File: config.mk
export PLATFORM = sky130hd
export DESIGN_NAME = rf_write_scheduler
export DESIGN_NICKNAME = d
export VERILOG_FILES = /design/src/rtl/rf_sched_pkg.sv /design/src/rtl/rf_sched_fifo.sv /design/src/rtl/rf_write_scheduler.sv
export SDC_FILE = /design/constraint.sdc
export NUM_CORES = 1
export LEC_CHECK = 0
export BUFFER_PORTS_ARGS = -buffer_cell sky130_fd_sc_hd__buf_2
export CORE_UTILIZATION = 45
export DETAILED_ROUTE_END_ITERATION = 8
export PLACE_DENSITY_LB_ADDON = 0.2
export REMOVE_ABC_BUFFERS = 1
export SLEW_MARGIN = 30
export SYNTH_ARGS = -nofsm -noshare
export SYNTH_HDL_FRONTEND = slang
export SYNTH_SLANG_ARGS = --single-unit
File: constraint.sdc
create_clock -name clk -period 2.5 [get_ports clk]
set_input_delay 0.5 -clock clk [delete_from_list [all_inputs] [get_ports clk]]
set_output_delay 0.5 -clock clk [all_outputs]
set_load 0.05 [all_outputs]
File: src/rtl/rf_sched_pkg.sv
// Shared types and constants for the register-file write scheduler.
package rf_sched_pkg;
    localparam int unsigned RF_ADDR_W = 5;
    localparam int unsigned NUM_REGS  = 32;
    localparam int unsigned RF_DATA_W = 32;

    // Queued secondary write; live drops to 0 when a newer writeback targets rd.
    typedef struct packed {
        logic                 live;
        logic [RF_ADDR_W-1:0] rd;
        logic [RF_DATA_W-1:0] data;
    } rf_wr_entry_t;
endpackage

File: src/rtl/rf_sched_fifo.sv
// In-order queue of late secondary writes with kill-by-rd and a pending-register bitmap.
module rf_sched_fifo
    import rf_sched_pkg::*;
#(
    parameter int unsigned DEPTH = 2
) (
    input  logic                 clk,
    input  logic                 rst,
    input  logic                 i_push,
    input  rf_wr_entry_t         i_push_ent,
    input  logic                 i_pop,
    input  logic                 i_kill,
    input  logic [RF_ADDR_W-1:0] i_kill_rd,
    output rf_wr_entry_t         o_head,
    output logic                 o_empty,
    output logic                 o_full,
    output logic [NUM_REGS-1:0]  o_pending
);
    localparam int unsigned PTR_W = (DEPTH > 1) ? $clog2(DEPTH) : 1;
    localparam int unsigned CNT_W = $clog2(DEPTH + 1);
    localparam logic [PTR_W-1:0] LAST_PTR = PTR_W'(DEPTH - 1);

    rf_wr_entry_t       r_mem [DEPTH];
    logic [DEPTH-1:0]   r_vld;
    logic [PTR_W-1:0]   r_head;
    logic [PTR_W-1:0]   r_tail;
    logic [CNT_W-1:0]   r_count;
    logic [NUM_REGS-1:0] w_pending;

    function automatic logic [PTR_W-1:0] f_inc(input logic [PTR_W-1:0] p);
        return (p == LAST_PTR) ? '0 : p + 1'b1;
    endfunction

    always_ff @(posedge clk or negedge rst) begin
        if (!rst) begin
            r_head  <= '0;
            r_tail  <= '0;
            r_count <= '0;
            r_vld   <= '0;
            for (int i = 0; i < DEPTH; i++) r_mem[i] <= '0;
        end else begin
            for (int i = 0; i < DEPTH; i++) begin
                if (i_kill && r_mem[i].rd == i_kill_rd) r_mem[i].live <= 1'b0;
            end
            if (i_pop) begin
                r_vld[r_head] <= 1'b0;
                r_head        <= f_inc(r_head);
            end
            // Push only happens when not full, so the tail slot never aliases the head.
            if (i_push) begin
                r_mem[r_tail] <= i_push_ent;
                r_vld[r_tail] <= 1'b1;
                r_tail        <= f_inc(r_tail);
            end
            if (i_push && !i_pop)      r_count <= r_count + 1'b1;
            else if (!i_push && i_pop) r_count <= r_count - 1'b1;
        end
    end

    always_comb begin
        w_pending = '0;
        for (int i = 0; i < DEPTH; i++) begin
            if (r_vld[i] && r_mem[i].live) w_pending[r_mem[i].rd] = 1'b1;
        end
    end

    assign o_head    = r_mem[r_head];
    assign o_empty   = (r_count == '0);
    assign o_full    = (r_count == CNT_W'(DEPTH));
    assign o_pending = w_pending;
endmodule

File: src/rtl/rf_write_scheduler.sv
// Arbitrates the register-file write port between writeback and a late-result unit.
// Optional starvation stall is enabled by defining RF_SCHED_STALL_EN.
module rf_write_scheduler
    import rf_sched_pkg::*;
#(
    parameter int unsigned N            = 32,
    parameter int unsigned DEPTH        = 2,
    parameter int unsigned STARVE_LIMIT = 8
) (
    input  logic                 clk,
    input  logic                 rst,
    input  logic                 wb_valid,
    input  logic [RF_ADDR_W-1:0] wb_rd,
    input  logic [N-1:0]         wb_data,
    input  logic                 mc_valid,
    output logic                 mc_ready,
    input  logic [RF_ADDR_W-1:0] mc_rd,
    input  logic [N-1:0]         mc_data,
    output logic                 RegWrite,
    output logic [RF_ADDR_W-1:0] rd,
    output logic [N-1:0]         write_data,
    output logic [NUM_REGS-1:0]  pending,
    output logic                 wb_hold
);
    rf_wr_entry_t         w_head;
    rf_wr_entry_t         w_push_ent;
    logic                 w_empty, w_full;
    logic                 w_wb_go, w_mc_acc, w_bypass, w_push, w_pop;
    logic                 w_nxt_we;
    logic [RF_ADDR_W-1:0] w_nxt_rd;
    logic [N-1:0]         w_nxt_data;
    logic                 r_we;
    logic [RF_ADDR_W-1:0] r_rd;
    logic [N-1:0]         r_data;

    assign w_wb_go  = wb_valid && (wb_rd != '0);
    assign w_mc_acc = mc_valid && !w_full;
    assign w_bypass = !w_wb_go && w_empty && w_mc_acc;
    // An mc result for the register wb is overwriting this cycle is already stale.
    assign w_push   = w_mc_acc && (mc_rd != '0) && !w_bypass && !(w_wb_go && mc_rd == wb_rd);
    assign w_pop    = !w_wb_go && !w_empty;
    assign w_push_ent = '{live: 1'b1, rd: mc_rd, data: mc_data};

    always_comb begin
        w_nxt_we   = 1'b0;
        w_nxt_rd   = r_rd;
        w_nxt_data = r_data;
        if (w_wb_go) begin
            w_nxt_we   = 1'b1;
            w_nxt_rd   = wb_rd;
            w_nxt_data = wb_data;
        end else if (!w_empty) begin
            w_nxt_we   = w_head.live;
            w_nxt_rd   = w_head.rd;
            w_nxt_data = w_head.data;
        end else if (w_mc_acc && mc_rd != '0) begin
            w_nxt_we   = 1'b1;
            w_nxt_rd   = mc_rd;
            w_nxt_data = mc_data;
        end
    end

    always_ff @(posedge clk or negedge rst) begin
        if (!rst) begin
            r_we   <= 1'b0;
            r_rd   <= '0;
            r_data <= '0;
        end else begin
            r_we <= w_nxt_we;
            if (w_nxt_we) begin
                r_rd   <= w_nxt_rd;
                r_data <= w_nxt_data;
            end
        end
    end

    rf_sched_fifo #(
        .DEPTH (DEPTH)
    ) u_fifo (
        .clk        (clk),
        .rst        (rst),
        .i_push     (w_push),
        .i_push_ent (w_push_ent),
        .i_pop      (w_pop),
        .i_kill     (w_wb_go),
        .i_kill_rd  (wb_rd),
        .o_head     (w_head),
        .o_empty    (w_empty),
        .o_full     (w_full),
        .o_pending  (pending)
    );

`ifdef RF_SCHED_STALL_EN
    localparam int unsigned SC_W = $clog2(STARVE_LIMIT + 1);
    localparam logic [SC_W-1:0] LIMIT = SC_W'(STARVE_LIMIT);

    logic [SC_W-1:0] r_starve;
    logic [SC_W-1:0] w_starve_inc;
    logic            r_wb_hold;
    logic            w_starved;

    assign w_starved    = w_wb_go && !w_empty && w_head.live;
    assign w_starve_inc = (r_starve == LIMIT) ? r_starve : r_starve + 1'b1;

    always_ff @(posedge clk or negedge rst) begin
        if (!rst) begin
            r_starve  <= '0;
            r_wb_hold <= 1'b0;
        end else if (w_pop) begin
            r_starve  <= '0;
            r_wb_hold <= 1'b0;
        end else if (w_starved) begin
            r_starve <= w_starve_inc;
            if (w_starve_inc == LIMIT) r_wb_hold <= 1'b1;
        end
    end

    assign wb_hold = r_wb_hold;
`else
    assign wb_hold = 1'b0;
`endif

    assign mc_ready   = !w_full;
    assign RegWrite   = r_we;
    assign rd         = r_rd;
    assign write_data = r_data;
endmodule

* Word-level counts from Yosys, hierarchy flattened
Cells that the tools add are included.
Widths: inputs -> output; s select.
** Word-level totals
- Register bits after elaboration :: 120
- Output and inout port bits :: 72
- Input port bits :: 78
** Operators by class
- $lt $le $gt $ge :: 11
- Bitwise gates (word level) :: 6
- Reductions and logical operators :: 32
- Equality and inequality tests :: 5
- Multiplexer cells :: 34
- Add/sub/neg operators :: 4
** Operator list (count)
- $mux 32 :: 5
- $mux 38 :: 4
- $bwmux 76 :: 1
- $mux 76 :: 1
- $demux 38 s1 :: 1
- $or 32x32->32 :: 1
- $logic_and 1x1->1 :: 20
- $eq 5x5->1 :: 3
- $mux 5 :: 3
- $lt 5x6->1 const B :: 2
- $mux 1 :: 11
- $demux 1 s5 :: 2
- $ge 5x1->1 const B :: 2
- $reduce_bool 5->1 :: 2
- $mux 2 :: 4
- $logic_not 1->1 :: 7
- $ge 2x2->1 const B :: 2
- $lt 1x2->1 const B :: 2
- $not 1->2 :: 2
- $ne 3x1->1 const B :: 1
- $add 1x1->1 const B :: 2
- $add 2x1->2 const B :: 1
- $and 2x2->2 :: 1
- $demux 1 s1 :: 2
- other kinds (9) :: 10

* Longest topological paths before layout
- Depth after elaboration :: 12
- Depth in mapped cells :: 9

* Cells and area by module
A second synthesis with hierarchy kept.
** Unflattened totals
- Cells, all modules :: 502
- Area, all modules :: 6565.0 um^2
** Modules (own cells, without submodules)
- rf_sched_fifo :: cells an instance 317, area an instance 4100.2 um^2, seq. area each 2052.0 um^2, times used 1
- rf_write_scheduler :: cells an instance 185, area an instance 2464.9 um^2, seq. area each 950.9 um^2, times used 1

* Worst setup path after synthesis
Ideal clock, no wire load.
- Path type :: register -> output
- Start point :: reg with a tool-made name
- End point :: out pending[10]
- Arrival time :: 1.858 ns
- Buffers on the path :: 1
- Path slack :: 0.142 ns
- Stages on the path, launching flop included :: 4
- Required time :: 2.000 ns
- Cell sequence :: dfrtp_1 clkbuf_1 or3b_2 o22ai_1
** RTL lines
- end: declaration :: RTL line rf_write_scheduler.sv:22 : output logic [NUM_REGS-1:0] pending,

==> impl_metrics.json <==
{
  "yosysSeqAreaShare_pct": 48.5,
  "area_delta_synth_final_pct": 27.7,
  "powerDensity_nw_per_um2": 1500,
  "pre_cts_ws_ns": -0.221,
  "clk_pin_slew_ns": 0.05,
  "cp_slowest_cell": "or3b_2",
  "syn_area_um2": 6200,
  "setup_viol": 0,
  "row_count": 42,
  "antenna_found_initial": 2,
  "yosys-top-cells-area": "dfrtp_1 48%, mux2_2 12%, mux2i_1 6.0%",
  "wl_um": 15700,
  "yosysMostFrequentCell": "dfrtp_1",
  "cts_sinks": 120,
  "num_io_pins": 150,
  "skew_ns": 0.0127,
  "cpPeakStageDelay_ns": 0.58,
  "grt-ovfl-total": 0,
  "dr_total_vias": 5102,
  "fillers": 1171,
  "async_flop_share_pct": 100,
  "pwr-share-seq_pct": 31.0,
  "endpoint_kind": "primary output",
  "synthDistinctLibCells": 42,
  "fin_crit_ns": 2.49,
  "port_buffers": 148,
  "cts_tree": "yes",
  "hold_viol_final": 0,
  "core_um2": 13300,
  "min_path_type": "in2async",
  "max_cap_viol_count": 0,
  "root_buffer": "clkbuf_16",
  "synth_flop_cell": "dfrtp_1",
  "utilization_pct": 59.3,
  "clkLatencyLatePin_ns": 0.41,
  "finalPower_mw": 11.9,
  "leakage_nw": 3.68,
  "first_pass_iters": 5,
  "wl_per_cell_um": 16.9,
  "cts-hold-fix-buffers": 0,
  "synth_edf_count": 0,
  "clock_power_share_pct": 21.0,
  "clock_path_buffers": 2,
  "avgSynthCellArea_um2": 10.6,
  "worstPathRequired_ns": 2.00,
  "diodes": 0,
  "p_switching_mw": 5.10,
  "viasPerCell": 5.52,
  "initial_utilization_pct": 46.4,
  "grt_pass1_wl_um": 25600,
  "fin_nets": 814,
  "cts_made_buffers": 17,
  "syn-instance-count": 583,
  "grt_max_degree": 66,
  "fp.dieW_um": 119,
  "grt_pass1_vias": 5145,
  "status": "finished clean",
  "layout-drive-gt1-share_pct": 40.5,
  "postRouteAntennaNets": 0,
  "drtIter0Drc": 303,
  "hpwl_um": 10800,
  "sw_frac_of_total_pct": 42.8,
  "yosys.area.top_type": "dfrtp_1",
  "dieArea_um2": 14200,
  "synth.top_cell.area_share_pct": 48.5,
  "worst_ep_arrival_time_ns": 1.99,
  "relSlewSlack_pct": 61.3,
  "rsz0062_at_grt": "false",
  "path_cells": "or3b_2 > o22ai_1 > buf_2",
  "gp_congestion": 0.851,
  "p_int_mw": 6.82,
  "slew_viol_final": 0,
  "drc": 0,
  "tightest_slew_ns": 0.579,
  "synth_commonest_cells": "120 x dfrtp_1, 75 x nand2_1, 66 x mux2_2, 47 x nor2_1, 37 x mux2i_1",
  "finalCritPeriodShare_pct": 99.7,
  "die_y_um": 119,
  "ys_ff_latch": 120,
  "yosysWarnings": 0,
  "cp_max_fo": 11,
  "combPwrFrac_pct": 48.0,
  "setup_slack_ns": 0.00644,
  "max_freq_ghz": 0.401,
  "htreeDepth": 4,
  "grtUsageTotal_pct": 23.0,
  "startpoint_type": "flop",
  "path_class": "reg2out",
  "ir_worst_vdd_uv": 727
}
[stage by stage]
stage,std cells,hold WS [ns],cell area (um2),setup TNS (ns)
after detailed placement,891,0.479,7280,-9.79
final,924,0.0465,7920,0
after global placement,890,0.466,7250,-18.78
after floorplan,533,0.204,5970,-112.36
after CTS,923,0.0453,7890,0
after global routing,924,0.0668,7920,0
[worst max-delay path, delay by kind of cell (launching register included)]
family / cells / cell delay, ns
AO/OA/AOI/OAI: 1 / 0.19
buffers and inverters: 1 / 0.29
AND/OR/NAND/NOR: 1 / 0.58
flip-flops: 1 / 0.52
[worst paths after layout]
kind / start / endpoint / slack, ns / depth (start not counted)
setup / recovery: flop / pending[4] / 0.006 / 3
hold / removal: rst / asynchronous set/reset pin / 0.05 / 1
setup reg to reg: u_fifo.r_count[1] / flop / 0.17 / 6
hold reg to reg: flop / flop / 0.50 / 1
max in group asynchronous: rst / u_fifo.r_head / 1.78 / 2
min in group clk: wb_data[13] / write_data[13] / 0.34 / 3
[layout by cell type, fill, tap and decap left out, types with 3 or more instances in the layout]
master / instances
a211oi_1: 5
a21oi_1: 11
a31oi_1: 32
buf_12: 5
buf_2: 141
buf_4: 30
bufinv_16: 4
clkbuf_16: 17
clkbuf_4: 6
clkinv_2: 6
clkinvlp_4: 3
dfrtp_1: 115
dfrtp_2: 5
mux2_2: 66
mux2_4: 8
mux2i_1: 37
nand2_1: 75
nand3_1: 6
nand3b_1: 6
nor2_1: 47
o211ai_1: 33
o21ai_0: 3
o22ai_1: 32
or3_1: 4
or3b_2: 4
xnor2_1: 12
xor2_1: 8
[power groups by stage]
| stage | clock network [mW] | logic [mW] | registers [mW] |
|---|---|---|---|
| 2_1_floorplan | 0 | 3.12 | 4.74 |
| 3_3_place_gp | 0 | 5.55 | 3.63 |
| 3_5_place_dp | 0 | 5.71 | 3.69 |
| 4_1_cts | 2.55 | 5.74 | 3.68 |
| 5_1_grt | 2.64 | 6.15 | 3.81 |
| 6_report | 2.51 | 5.72 | 3.69 |
[final cells by class]
class                   count  area (um2)  share of cell area [%]
well taps                 176         220                    2.78
multi-input cells         412        2970                    37.5
clock inverters            14         181                    2.29
clock buffers              18         429                    5.42
repair buffers            183        1100                    13.9
inverters                   1        3.75                  0.0474
flip-flops and latches    120        3010                    38.0
[cells by family after synthesis]
kind of cell | synth area share, %
xor+xnor | 2.83
other cells | 0.0605
compound gates | 12.8
mux | 20.1
flops | 48.5
buf+inv | 3.76
fa+ha+maj | 0.202
simple gates | 11.8
[timing repair]
action / 4_1_cts / 5_1_grt
resized for setup: 2 / 8
endpoints found under the setup margin: 2 / 12
setup buffers: 0 / 1
endpoints found under the hold margin: 0 / 0
[routing by layer]
metal / part of all wire [%] / global-route usage, % / vias to the layer above
met5: 0.077 / 0 / -
li1: - / - / 2415
met2: 49 / 37.8 / 156
met1: 45 / 29.3 / 2504
met4: 1.3 / 7.19 / 2
met3: 4.8 / 6.32 / 25
Power figures use the tool's default switching activity.
